File: src/rtl/seq_arith_pkg.sv
// Widths and state encoding shared by the bit-serial arithmetic units (seq_mul, seq_div).
package seq_arith_pkg;
    localparam int DW = 16;
    localparam int VW = 8;
    localparam int CW = $clog2(DW);

    typedef enum logic [1:0] {IDLE, LOAD, RUN, DONE} div_state_t;
endpackage

File: src/rtl/seq_div_step.sv
// One restoring-division iteration: shift in a dividend bit, trial-subtract the divisor.
import seq_arith_pkg::*;

module div_step (
    input  logic [VW:0]   r,
    input  logic          d_bit,
    input  logic [VW-1:0] divisor,
    output logic [VW:0]   r_next,
    output logic          q
);
    logic [VW:0] rs;
    logic [VW:0] dv;

    always_comb begin
        rs     = {r[VW-1:0], d_bit};
        dv     = {1'b0, divisor};
        q      = (rs >= dv);
        r_next = q ? (rs - dv) : rs;
    end
endmodule

File: src/rtl/seq_div.sv
// Sequential restoring divider: DW-bit dividend / VW-bit divisor, one quotient bit per clock.
import seq_arith_pkg::*;

module seq_div (
    input  logic          clk,
    input  logic          reset,
    input  logic          start,
    input  logic [DW-1:0] dividend,
    input  logic [VW-1:0] divisor,
    output logic          busy,
    output logic          q_bit,
    output logic          q_valid,
    output logic [DW-1:0] quotient,
    output logic [VW-1:0] remainder,
    output logic          done,
    output logic          div_by_zero
);
    div_state_t    state;
    logic [CW-1:0] cnt;
    logic [VW:0]   rem_r;
    logic [DW-1:0] dreg;
    logic [VW-1:0] dvs;

    logic [VW:0]   step_r_in;
    logic [VW:0]   step_r_next;
    logic          step_q;

    // The first iteration runs on the LOAD->RUN edge from a zero remainder, so the
    // registered q_bit/q_valid cover exactly the DW RUN cycles.
    assign step_r_in = (state == LOAD) ? '0 : rem_r;

    div_step u_step (
        .r       (step_r_in),
        .d_bit   (dreg[DW-1]),
        .divisor (dvs),
        .r_next  (step_r_next),
        .q       (step_q)
    );

    always_ff @(posedge clk or negedge reset) begin
        if (!reset) begin
            state       <= IDLE;
            cnt         <= '0;
            rem_r       <= '0;
            dreg        <= '0;
            dvs         <= '0;
            busy        <= 1'b0;
            q_bit       <= 1'b0;
            q_valid     <= 1'b0;
            quotient    <= '0;
            remainder   <= '0;
            done        <= 1'b0;
            div_by_zero <= 1'b0;
        end else begin
            case (state)
                IDLE, DONE: begin
                    if (start) begin
                        state       <= LOAD;
                        dreg        <= dividend;
                        dvs         <= divisor;
                        busy        <= 1'b1;
                        done        <= 1'b0;
                        div_by_zero <= 1'b0;
                    end
                end
                LOAD: begin
                    if (dvs == '0) begin
                        state       <= DONE;
                        busy        <= 1'b0;
                        quotient    <= '1;
                        remainder   <= dreg[VW-1:0];
                        div_by_zero <= 1'b1;
                        done        <= 1'b1;
                    end else begin
                        state   <= RUN;
                        cnt     <= CW'(DW - 1);
                        rem_r   <= step_r_next;
                        dreg    <= {dreg[DW-2:0], step_q};
                        q_bit   <= step_q;
                        q_valid <= 1'b1;
                    end
                end
                RUN: begin
                    if (cnt == '0) begin
                        state     <= DONE;
                        busy      <= 1'b0;
                        q_bit     <= 1'b0;
                        q_valid   <= 1'b0;
                        quotient  <= dreg;
                        remainder <= rem_r[VW-1:0];
                        done      <= 1'b1;
                    end else begin
                        cnt   <= cnt - 1'b1;
                        rem_r <= step_r_next;
                        dreg  <= {dreg[DW-2:0], step_q};
                        q_bit <= step_q;
                    end
                end
                default: state <= IDLE;
            endcase
        end
    end
endmodule

File: config.mk
export PLATFORM = sky130hd
export DESIGN_NAME = seq_div
export DESIGN_NICKNAME = d
export VERILOG_FILES = /design/src/rtl/seq_arith_pkg.sv /design/src/rtl/seq_div_step.sv /design/src/rtl/seq_div.sv
export SDC_FILE = /design/constraint.sdc
export NUM_CORES = 1
export LEC_CHECK = 0
export BUFFER_PORTS_ARGS = -buffer_cell sky130_fd_sc_hd__buf_2
export CELL_PAD_IN_SITES_DETAIL_PLACEMENT = 0
export CELL_PAD_IN_SITES_GLOBAL_PLACEMENT = 1
export CORE_MARGIN = 1
export CORE_UTILIZATION = 40
export CTS_CLUSTER_DIAMETER = 120
export DETAILED_ROUTE_END_ITERATION = 7
export GPL_TIMING_DRIVEN = 0
export MAX_ROUTING_LAYER = met4
export PLACE_DENSITY = 0.77
export SETUP_SLACK_MARGIN = 0.02
export SYNTH_ARGS = -nofsm -noshare
export SYNTH_HDL_FRONTEND = slang
export SYNTH_SLANG_ARGS = --single-unit
File: constraint.sdc
create_clock -name clk -period 2.4 [get_ports clk]
set_clock_uncertainty 0.05 [all_clocks]
set_input_delay 0.24 -clock clk [delete_from_list [all_inputs] [get_ports clk]]
set_output_delay 0.24 -clock clk [all_outputs]
set_load 0.02 [all_outputs]
=== Word-level counts from Yosys, hierarchy flattened ===
Index checks and enable logic that the tools add are counted.

* Add/subtract/negate cells: 2
* $lt $le $gt $ge: 1
* Equal/unequal tests: 8
* Mux-type cells: 36
* Reduce and logical (&&, ||, !) cells: 15

{| class="wikitable"
|+ Operator list
! operator !! number
|-
| 16-bit 2-to-1 mux || 5
|-
| 8-bit 2-to-1 mux || 6
|-
| 16-bit case mux with 3 select lines || 1
|-
| 16-bit case mux with 2 select lines || 1
|-
| 8-bit case mux with 2 select lines || 2
|-
| 3-bit AND reduction || 6
|-
| 1-bit 2-to-1 mux || 10
|-
| 9-bit by 8-bit >= comparator with 1-bit output || 1
|-
| 8-bit zero test || 1
|-
| 4-bit 2-to-1 mux || 2
|-
| 2-bit != test, second input constant || 4
|-
| 4-bit case mux with 2 select lines || 1
|-
| 8-bit subtractor || 1
|-
| 1-bit case mux with 2 select lines || 3
|-
| 1-bit case mux with 3 select lines || 2
|-
| 2-bit case mux with 3 select lines || 1
|-
| 2-bit AND reduction || 3
|-
| 2-bit == test, second input constant || 2
|-
| 4-bit zero test || 1
|-
| 2-bit 2-to-1 mux || 2
|-
| 2-bit nonzero test || 2
|-
| 4-bit by 1-bit subtractor with 4-bit output, second input constant || 1
|-
| 2-bit by 1-bit == test with 1-bit output, second input constant || 1
|-
| 2-bit zero test || 1
|-
| other kinds (2) || 2
|}

* Register bits after elaboration: 67
* Bits of input ports: 27
* Output and inout port bits: 29

=== Longest topological paths before layout ===
Gate-level depths: netlist of the first run.

* Depth after elaboration: 6
* Mapped depth: 11

=== Modules after synthesis ===
From an unflattened synthesis of the first run, not the netlist that was laid out.

* Cells, all modules: 337
* Area, all modules: 3,674.8 um^2

{| class="wikitable"
|+ Modules (own cells, without submodules)
! module !! instances !! cells an instance !! area an instance (um^2) !! seq. area each (um^2)
|-
| seq_div || 1 || 261 || 3,128.0 || 1,701.6
|-
| div_step || 1 || 76 || 546.8 || 0.0
|}

=== Worst setup path before layout of the first run ===
Ideal clock, no wire load.

* Kind: register to register
* From: register state[1]
* To: register rem_r[6]
* Library setup time: 0.126 ns
* Data arrival time: 2.363 ns
* Required time: 2.224 ns
* Slack: -0.139 ns
* Stages on the path, launching flop included: 11
* Buffers on the path: 1
* Period minus slack after synthesis: 2.539 ns
* Cell sequence: dfrtp_1 inv_1 ha_1 clkbuf_2 nor2b_1 fa_1 a211oi_1 o21bai_1 a21oi_1 xnor2_1 a221o_1

* Word-level cells in the longest chain between the ends: 6
* Elaborated cells between the ends (all ways): 13
* Those cells by class: add/sub (1); order compare (1); eq/ne (4); mux (5); reduce/logical (2)

{| class="wikitable"
|+ RTL lines
! item !! RTL line !! text
|-
| start: declaration || seq_div.sv:18 || <nowiki>div_state_t state;</nowiki>
|-
| start signal: assignment || seq_div.sv:42 || <nowiki>state <= IDLE;</nowiki>
|-
| start signal: assignment || seq_div.sv:58 || <nowiki>state <= LOAD;</nowiki>
|-
| start signal: assignment || seq_div.sv:68 || <nowiki>state <= DONE;</nowiki>
|-
| 2-bit by 1-bit == test with 1-bit output || seq_div.sv:30, seq_div.sv:55 ||
|-
| 8-bit 2-to-1 mux || seq_div.sv:30 || <nowiki>assign step_r_in = (state == LOAD) ? '0 : rem_r;</nowiki>
|-
| 8-bit subtractor or 9-bit by 8-bit >= comparator with 1-bit output (tied branches) || seq_div_step.sv:18, seq_div_step.sv:17 ||
|-
| 8-bit 2-to-1 mux || seq_div_step.sv:18 || <nowiki>r_next = q ? (rs - dv) : rs;</nowiki>
|-
| 8-bit 2-to-1 mux (on tied branches) || seq_div.sv:84, seq_div.sv:67 ||
|-
| 8-bit case mux with 2 select lines || seq_div.sv:55 || <nowiki>case (state)</nowiki>
|-
| end signal: assignment || seq_div.sv:77 || <nowiki>rem_r <= step_r_next;</nowiki>
|-
| end signal: assignment || seq_div.sv:94 || <nowiki>rem_r <= step_r_next;</nowiki>
|-
| end: declaration || seq_div.sv:20 || <nowiki>logic [VW:0] rem_r;</nowiki>
|}

Several ways; a longest one is shown, not always the timed one. The select of a mux whose other input is x is not followed.
A chain may end at the register's enable or synchronous reset.

=== Final worst setup path of the first run ===
* From: register state[0]
* To: register rem_r[4]

The elaborated chain is that of the path after synthesis.

==> impl_metrics.ini, run 1 <==
[place]
place_ws_ns = -0.285
portBuffers = 55
dpl.hpwl_mm = 6.15
gp_congestion = 0.845
dp.cells = 512

[global_routing]
grt_max_degree = 68
grt.total_usage_pct = 20.7
grt_use_met1_pct = 28.6
grt-ovfl-total = 0
grt_pass1_vias = 2651
grtUsageMet2_pct = 30.3
antenna_found_initial = 0
grt_pass1_wl_mm = 13.7
met3_usage_pct = 3.91
grt_busiest_layer = met2

[synth]
ys_warn_count = 0
ys_seq_area_share_pct = 46.9
synth_ff_type = dfrtp_1
yosys-mux-area-fraction_pct = 8.96
avgSynthCellArea_sq_um = 10.2
yosys_register_bits = 67
yosys.area_share.simple_pct = 14.4
synthCells = 349
synth_edf_count = 0
synth_xor_area_share_pct = 0.980
synthAdderAreaFrac_pct = 4.41
syn-num-nets = 388
synth_compound_area_share_pct = 16.6
ys_async_sr_fraction_pct = 100
synth_top_family_by_area = compound AO/OA/AOI/OAI gates
synth_area_sq_um = 3580
yosysUniqueCellTypes = 54

[timing]
slew_headroom_pct = 42.9
clock.fmax_ghz = 0.408
setup_viol = 5
rsz0062_at_grt = yes
slew_viol_final = 0
fin_crit_sh_pct = 102
fin_crit_ns = 2.45
tightestPinTransition_ns = 0.857
setup_ws_ns = -0.0495
hold_viol = 0

[outcome]
status = complete, but fails checks
violations = negative setup slack

[clocking]
cts.path.max_buffers = 2
clock_latency_ns = 0.37
clk_pin_slew_ns = 0.08
cts_tree = yes
cts-root-buf = clkbuf_8
cts.sink_count = 67
cts_max_level = 3
numCtsBuffers = 9

[die]
dieHeight_microns = 96.6
rows = 34
io_pins = 56
core-area_sq_um = 8680
die_w_microns = 96.6
initial_core_util_pct = 41.2
die_area_sq_um = 9320

[setup_path]
worstPathMaxFanout = 5
cpMaxStageDelayCell = dfrtp_1
startpoint_type = flip-flop
crit_chain = ha_4, clkbuf_16, nor2b_4, ha_4, nand4_1, o221ai_4, a211oi_4, buf_4, nor4_1, a221o_1
r2r_start = state[0]$_DFFE_PN0P_
cp.arrival_ns = 2.65
rrSetupSlack_ns = -0.05
crit_required_ns = 2.60
r2r_cells = 10
cpPeakStageDelay_ns = 0.41
crit_end = rem_r[4]$_DFFE_PN0P_
criticalPathCategory = reg -> reg
crit_top_cell = ha_4
crit_start = state[0]$_DFFE_PN0P_
end_kind = flip-flop
r2r-end = rem_r[4]$_DFFE_PN0P_

[final_layout]
syn_to_final_growth_pct = 24.7
layout.nets = 467
diodes = 0
final_cells = 541
drive_gt1_share_pct = 32.8

[drt]
drc = 0
via_per_inst = 5.19
via_count = 2806
final_antenna_net_count = 0
first_iter_violations = 100
wl_mm = 8.75
post_drt_wl_per_cell_microns = 16.2
drtPass1Iterations = 4

[run]
drv_cap = 0

[power]
p_per_area_nw_per_um2 = 1770
power_leakage_nw = 1.99
finalPower_mw = 7.88
vdd_drop_max_mv = 0.838

[hold_path]
hold_class = in -> reg
## flip-flops by register name, indices dropped and copies added, names as in the netlist
signal,flops
dreg,16
quotient,16
dvs,8
rem_r,8
remainder,8
cnt,4
state,2
busy,1
div_by_zero,1
done,1
q_bit,1
q_valid,1
## per-layer routing
| layer | vias up | wire length [microns] |
|---|---|---|
| met5 | - | 0 |
| met4 | 0 | 72 |
| met3 | 10 | 303 |
| met2 | 60 | 4090 |
| met1 | 1361 | 4280 |
| li1 | 1375 | - |
## where the power goes
| part | switching, mW | internal, mW |
|---|---|---|
| logic | 2.67 | 2.22 |
| registers | 0.434 | 1.66 |
| clock network | 0.512 | 0.390 |
## worst min-delay path by stage
stage	startpoint	to	slack (ns)	cells after the start
after floorplan	reset	busy$_DFFE_PN0P_	-0.11	0
after global placement	done$_DFFE_PN0P_	done$_DFFE_PN0P_	0.41	1
after detailed placement	reset	done$_DFFE_PN0P_	0.37	1
after CTS	divisor[2]	dvs[2]$_DFFE_PN0P_	0.05	2
after global routing	divisor[5]	dvs[5]$_DFFE_PN0P_	0.05	2
final	divisor[2]	dvs[2]$_DFFE_PN0P_	0.06	2
## kinds of logic (layout without fill, tap and decap cells)
family / after synthesis / in the layout
flops: 67 / 67
mux: 31 / 31
buf+inv: 53 / 137
simple gates: 96 / 96
compound gates: 86 / 86
xor+xnor: 4 / 4
fa+ha+maj: 12 / 12
## stage by stage
step,area [sq um],hold WS (ns),util [%],setup TNS [ns]
final,4460,0.0551,51.4,-0.145
after global routing,4460,0.0505,51.4,-0.713
after CTS,4350,0.0512,50.1,-0.113
after detailed placement,4020,0.367,46.3,-1.82
after global placement,4010,0.409,46.2,-1.73
after floorplan,3600,-0.106,-,-0.0155
## what timing repair did
| action | CTS | global route |
|---|---|---|
| gates resized for setup | 11 | 17 |
| pin swaps | 12 | 9 |
| hold buffers | 1 | 0 |
| endpoints found under the setup margin | 10 | 8 |
| gates cloned | 1 | 0 |
| hold endpoints to repair | 67 | 0 |
| setup buffers | 10 | 2 |
## cell type report
type                            instances  area, sq um
Clock inverter                          7         60.1
Inverter                               36          135
Multi-Input combinational cell        229         1780
Sequential cell                        67         1680
Tap cell                              108          135
Fill cell                             839         4220
Clock buffer                            9          124
Buffer                                 16          156
Timing Repair Buffer                   69          397
## cell usage in the layout (no fill, tap or decap), drive strengths merged, types with 2 or more instances in the layout
cell	instances
o22ai	2
nand4	3
nor3	3
nand2	9
clkbuf	12
a21oi	33
buf	81
xnor2	4
inv	39
nor4	4
mux2	8
a211oi	3
clkinvlp	3
and2	2
nand3	3
nor2	53
nor2b	11
mux2i	23
a31oi	17
dfrtp	67
o21ai	12
nand2b	2
ha	11
a221o	7
a21o	4
## Yosys cell counts, types with 8 or more instances
cell type / instances / area (sq um)
a31oi_1: 17 / 106
nor2_1: 51 / 191
mux2_2: 8 / 90.1
dfrtp_1: 67 / 1680
o21ai_0: 11 / 55.1
ha_1: 11 / 138
mux2i_1: 23 / 230
a21oi_1: 29 / 145
inv_1: 36 / 135
nor2b_1: 11 / 68.8
## worst max-delay path: cells and delay by family, from the launching register on
family,cells,cell delay (ns)
AO/OA/AOI/OAI,3,0.76
AND/OR/NAND/NOR,3,0.37
flip-flops,1,0.41
adder cells (fa/ha/maj),2,0.41
buffers and inverters,2,0.34
Note: power is estimated with default switching activity, not from simulation.
==> run 2, diff against run 1 <==
Settings changed: PLACE_DENSITY 0.77 to unset, PLACE_DENSITY_LB_ADDON set to 0.1, RECOVER_POWER set to 50.
==> run 2 against run 1 <==
  * The flow finishes with violations (max-capacitance violations, max-slew violations)
  * Power rose by 2.5%
  * Final cell count grew 0.74%
  * Sequential power about the same
  * Die area unchanged
  * First-iteration DRC count increased by 26%
  * Routed wire length is 1.5% higher
  * Register-to-register slack better by 0.11 ns
  * Design area rose by 0.62%
  * Core utilization rose by 0.32 points
  * Via count grew 0.46%
  * Sequential share of layout area shrank 0.23 points
  * Setup slack improved by 0.11 ns
==> impl_metrics.ini, run 2 (synthesis results as in run 1) <==
[outcome]
status = complete, but fails checks
violations = max-capacitance violations, max-slew violations

[clocking]
cts-root-buf = clkbuf_8
numCtsBuffers = 9
clk_pin_slew_ns = 0.07
cts_max_level = 3
cts.path.max_buffers = 2
cts.sink_count = 67
clock_latency_ns = 0.36
cts_tree = yes

[timing]
fin_crit_sh_pct = 97.6
hold_viol = 0
clock.fmax_ghz = 0.427
slew_headroom_pct = -13.5
hold_ws_ns = 0.0657
tightestPinTransition_ns = 1.70
fin_crit_ns = 2.34
setup_viol = 0
rsz0062_at_grt = yes
slew_viol_final = 68

[place]
gp_congestion = 0.835
portBuffers = 55
dpl.hpwl_mm = 6.20

[global_routing]
grt_pass1_wl_mm = 14.4
grt.total_usage_pct = 21.9
grt-ovfl-total = 0
grt_pass1_vias = 2765
grt_max_degree = 68
antenna_found_initial = 0

[power]
internal_power_mw = 4.45
p_per_area_nw_per_um2 = 1800
pwr-share-clk_pct = 12.2
finalPower_mw = 8.08
vdd_drop_max_mv = 0.676
p_comb_share_pct = 62.0
power.share.sequential_pct = 25.8
power_leakage_nw = 1.95
power.switching_mw = 3.63
switching_share_pct = 44.9

[final_layout]
drive_gt1_share_pct = 27.5
layout.nets = 471
layout_common_cells = dfrtp_1, nor2_1, inv_1
top_regs = dreg (16), quotient (16)
diodes = 0
layout_commonest_cell = dfrtp_1
syn_to_final_growth_pct = 25.5
postLayoutCoreUtil_pct = 51.7
fillers = 842

[setup_path]
end_kind = flip-flop
startpoint_type = flip-flop
cp.arrival_ns = 2.53
criticalPathCategory = reg -> reg
crit_required_ns = 2.59
worstPathMaxFanout = 8

[die]
die_area_sq_um = 9320
core-area_sq_um = 8680
rows = 34
io_pins = 56
dieHeight_microns = 96.6
initial_core_util_pct = 41.2
die_w_microns = 96.6

[hold_path]
hold_class = in -> reg

[drt]
post_drt_wl_per_cell_microns = 16.3
first_iter_violations = 126
final_antenna_net_count = 0
wl_mm = 8.89
drtPass1Iterations = 4
drc = 0
via_count = 2819
via_per_inst = 5.17

[run]
drv_cap = 1
-- run 2: cell types whose count changed in the layout (fill, tap and decap cells not counted), sizes merged --
cell	change
clkbuf	+32
buf	-26
inv	-3
bufinv	+1
clkinv	+1
clkinvlp	-1
-- run 2: final timing paths --
path / start / endpoint / slack (ns) / cells past startpoint
setup / recovery: state[1]$_DFFE_PN0P_ / rem_r[6]$_DFFE_PN0P_ / 0.06 / 9
hold / removal: divisor[0] / dvs[0]$_DFFE_PN0P_ / 0.07 / 2
setup reg to reg: state[1]$_DFFE_PN0P_ / rem_r[6]$_DFFE_PN0P_ / 0.06 / 9
hold reg to reg: done$_DFFE_PN0P_ / done$_DFFE_PN0P_ / 0.44 / 1
max in group asynchronous: reset / dvs[3]$_DFFE_PN0P_ / 0.47 / 2
min in group asynchronous: reset / quotient[9]$_DFFE_PN0P_ / 0.81 / 2
-- run 2: power groups by stage --
stage                     logic, mW  registers [mW]  clock network, mW
final                          5.01            2.08              0.990
after global routing           5.51            2.15               1.06
after CTS                      4.85            2.08               1.00
after detailed placement       4.32            2.10                  0
after global placement         4.25            2.08                  0
after floorplan                3.07            2.23                  0
-- run 2: final cells by class --
| class | instances | area (sq um) | area share [%] |
|---|---|---|---|
| Multi-Input combinational cell | 229 | 1810 | 40.4 |
| Sequential cell | 67 | 1680 | 37.4 |
| Timing Repair Buffer | 74 | 392 | 8.73 |
| Clock buffer | 11 | 141 | 3.15 |
| Inverter | 36 | 135 | 3.01 |
| Tap cell | 108 | 135 | 3.01 |
| Buffer | 15 | 134 | 2.98 |
| Clock inverter | 5 | 62.6 | 1.39 |
-- run 2: worst max-delay path, cell delays in order, from the launching register on --
cell,delay (ns)
dfrtp_1,0.39
inv_2,0.08
ha_4,0.25
nor2b_4,0.08
fa_2,0.37
a211oi_2,0.29
o21bai_1,0.10
a21oi_1,0.16
xnor2_1,0.13
a221o_1,0.32
-- run 2: through the flow --
| stage | instances | cell area, sq um | setup WS (ns) | TNS (ns) |
|---|---|---|---|---|
| final | 545 | 4490 | 0.0583 | 0 |
| after global routing | 545 | 4490 | -0.0479 | -0.0479 |
| after CTS | 542 | 4440 | 0.000609 | 0 |
| after detailed placement | 512 | 4020 | -0.300 | -1.93 |
| after global placement | 512 | 4010 | -0.283 | -1.73 |
| after floorplan | 349 | 3600 | -0.0155 | -0.0155 |
-- run 2: timing repair --
| action | CTS | global route |
|---|---|---|
| resized for setup | 19 | 15 |
| buffers inserted | 14 | 4 |
| hold buffers | 1 | 0 |
| endpoints found under the hold margin | 36 | 0 |
| setup endpoints to repair | 10 | 8 |
| pin swaps | 12 | 14 |
-- run 2: routing by layer --
metal / vias to the layer above / track usage, % / part of all wire [%]
met5: - / - / 0
met4: 0 / 8.09 / 1.4
met3: 10 / 3.83 / 2.8
met2: 38 / 32.1 / 47
met1: 1394 / 30.2 / 49
li1: 1377 / - / -
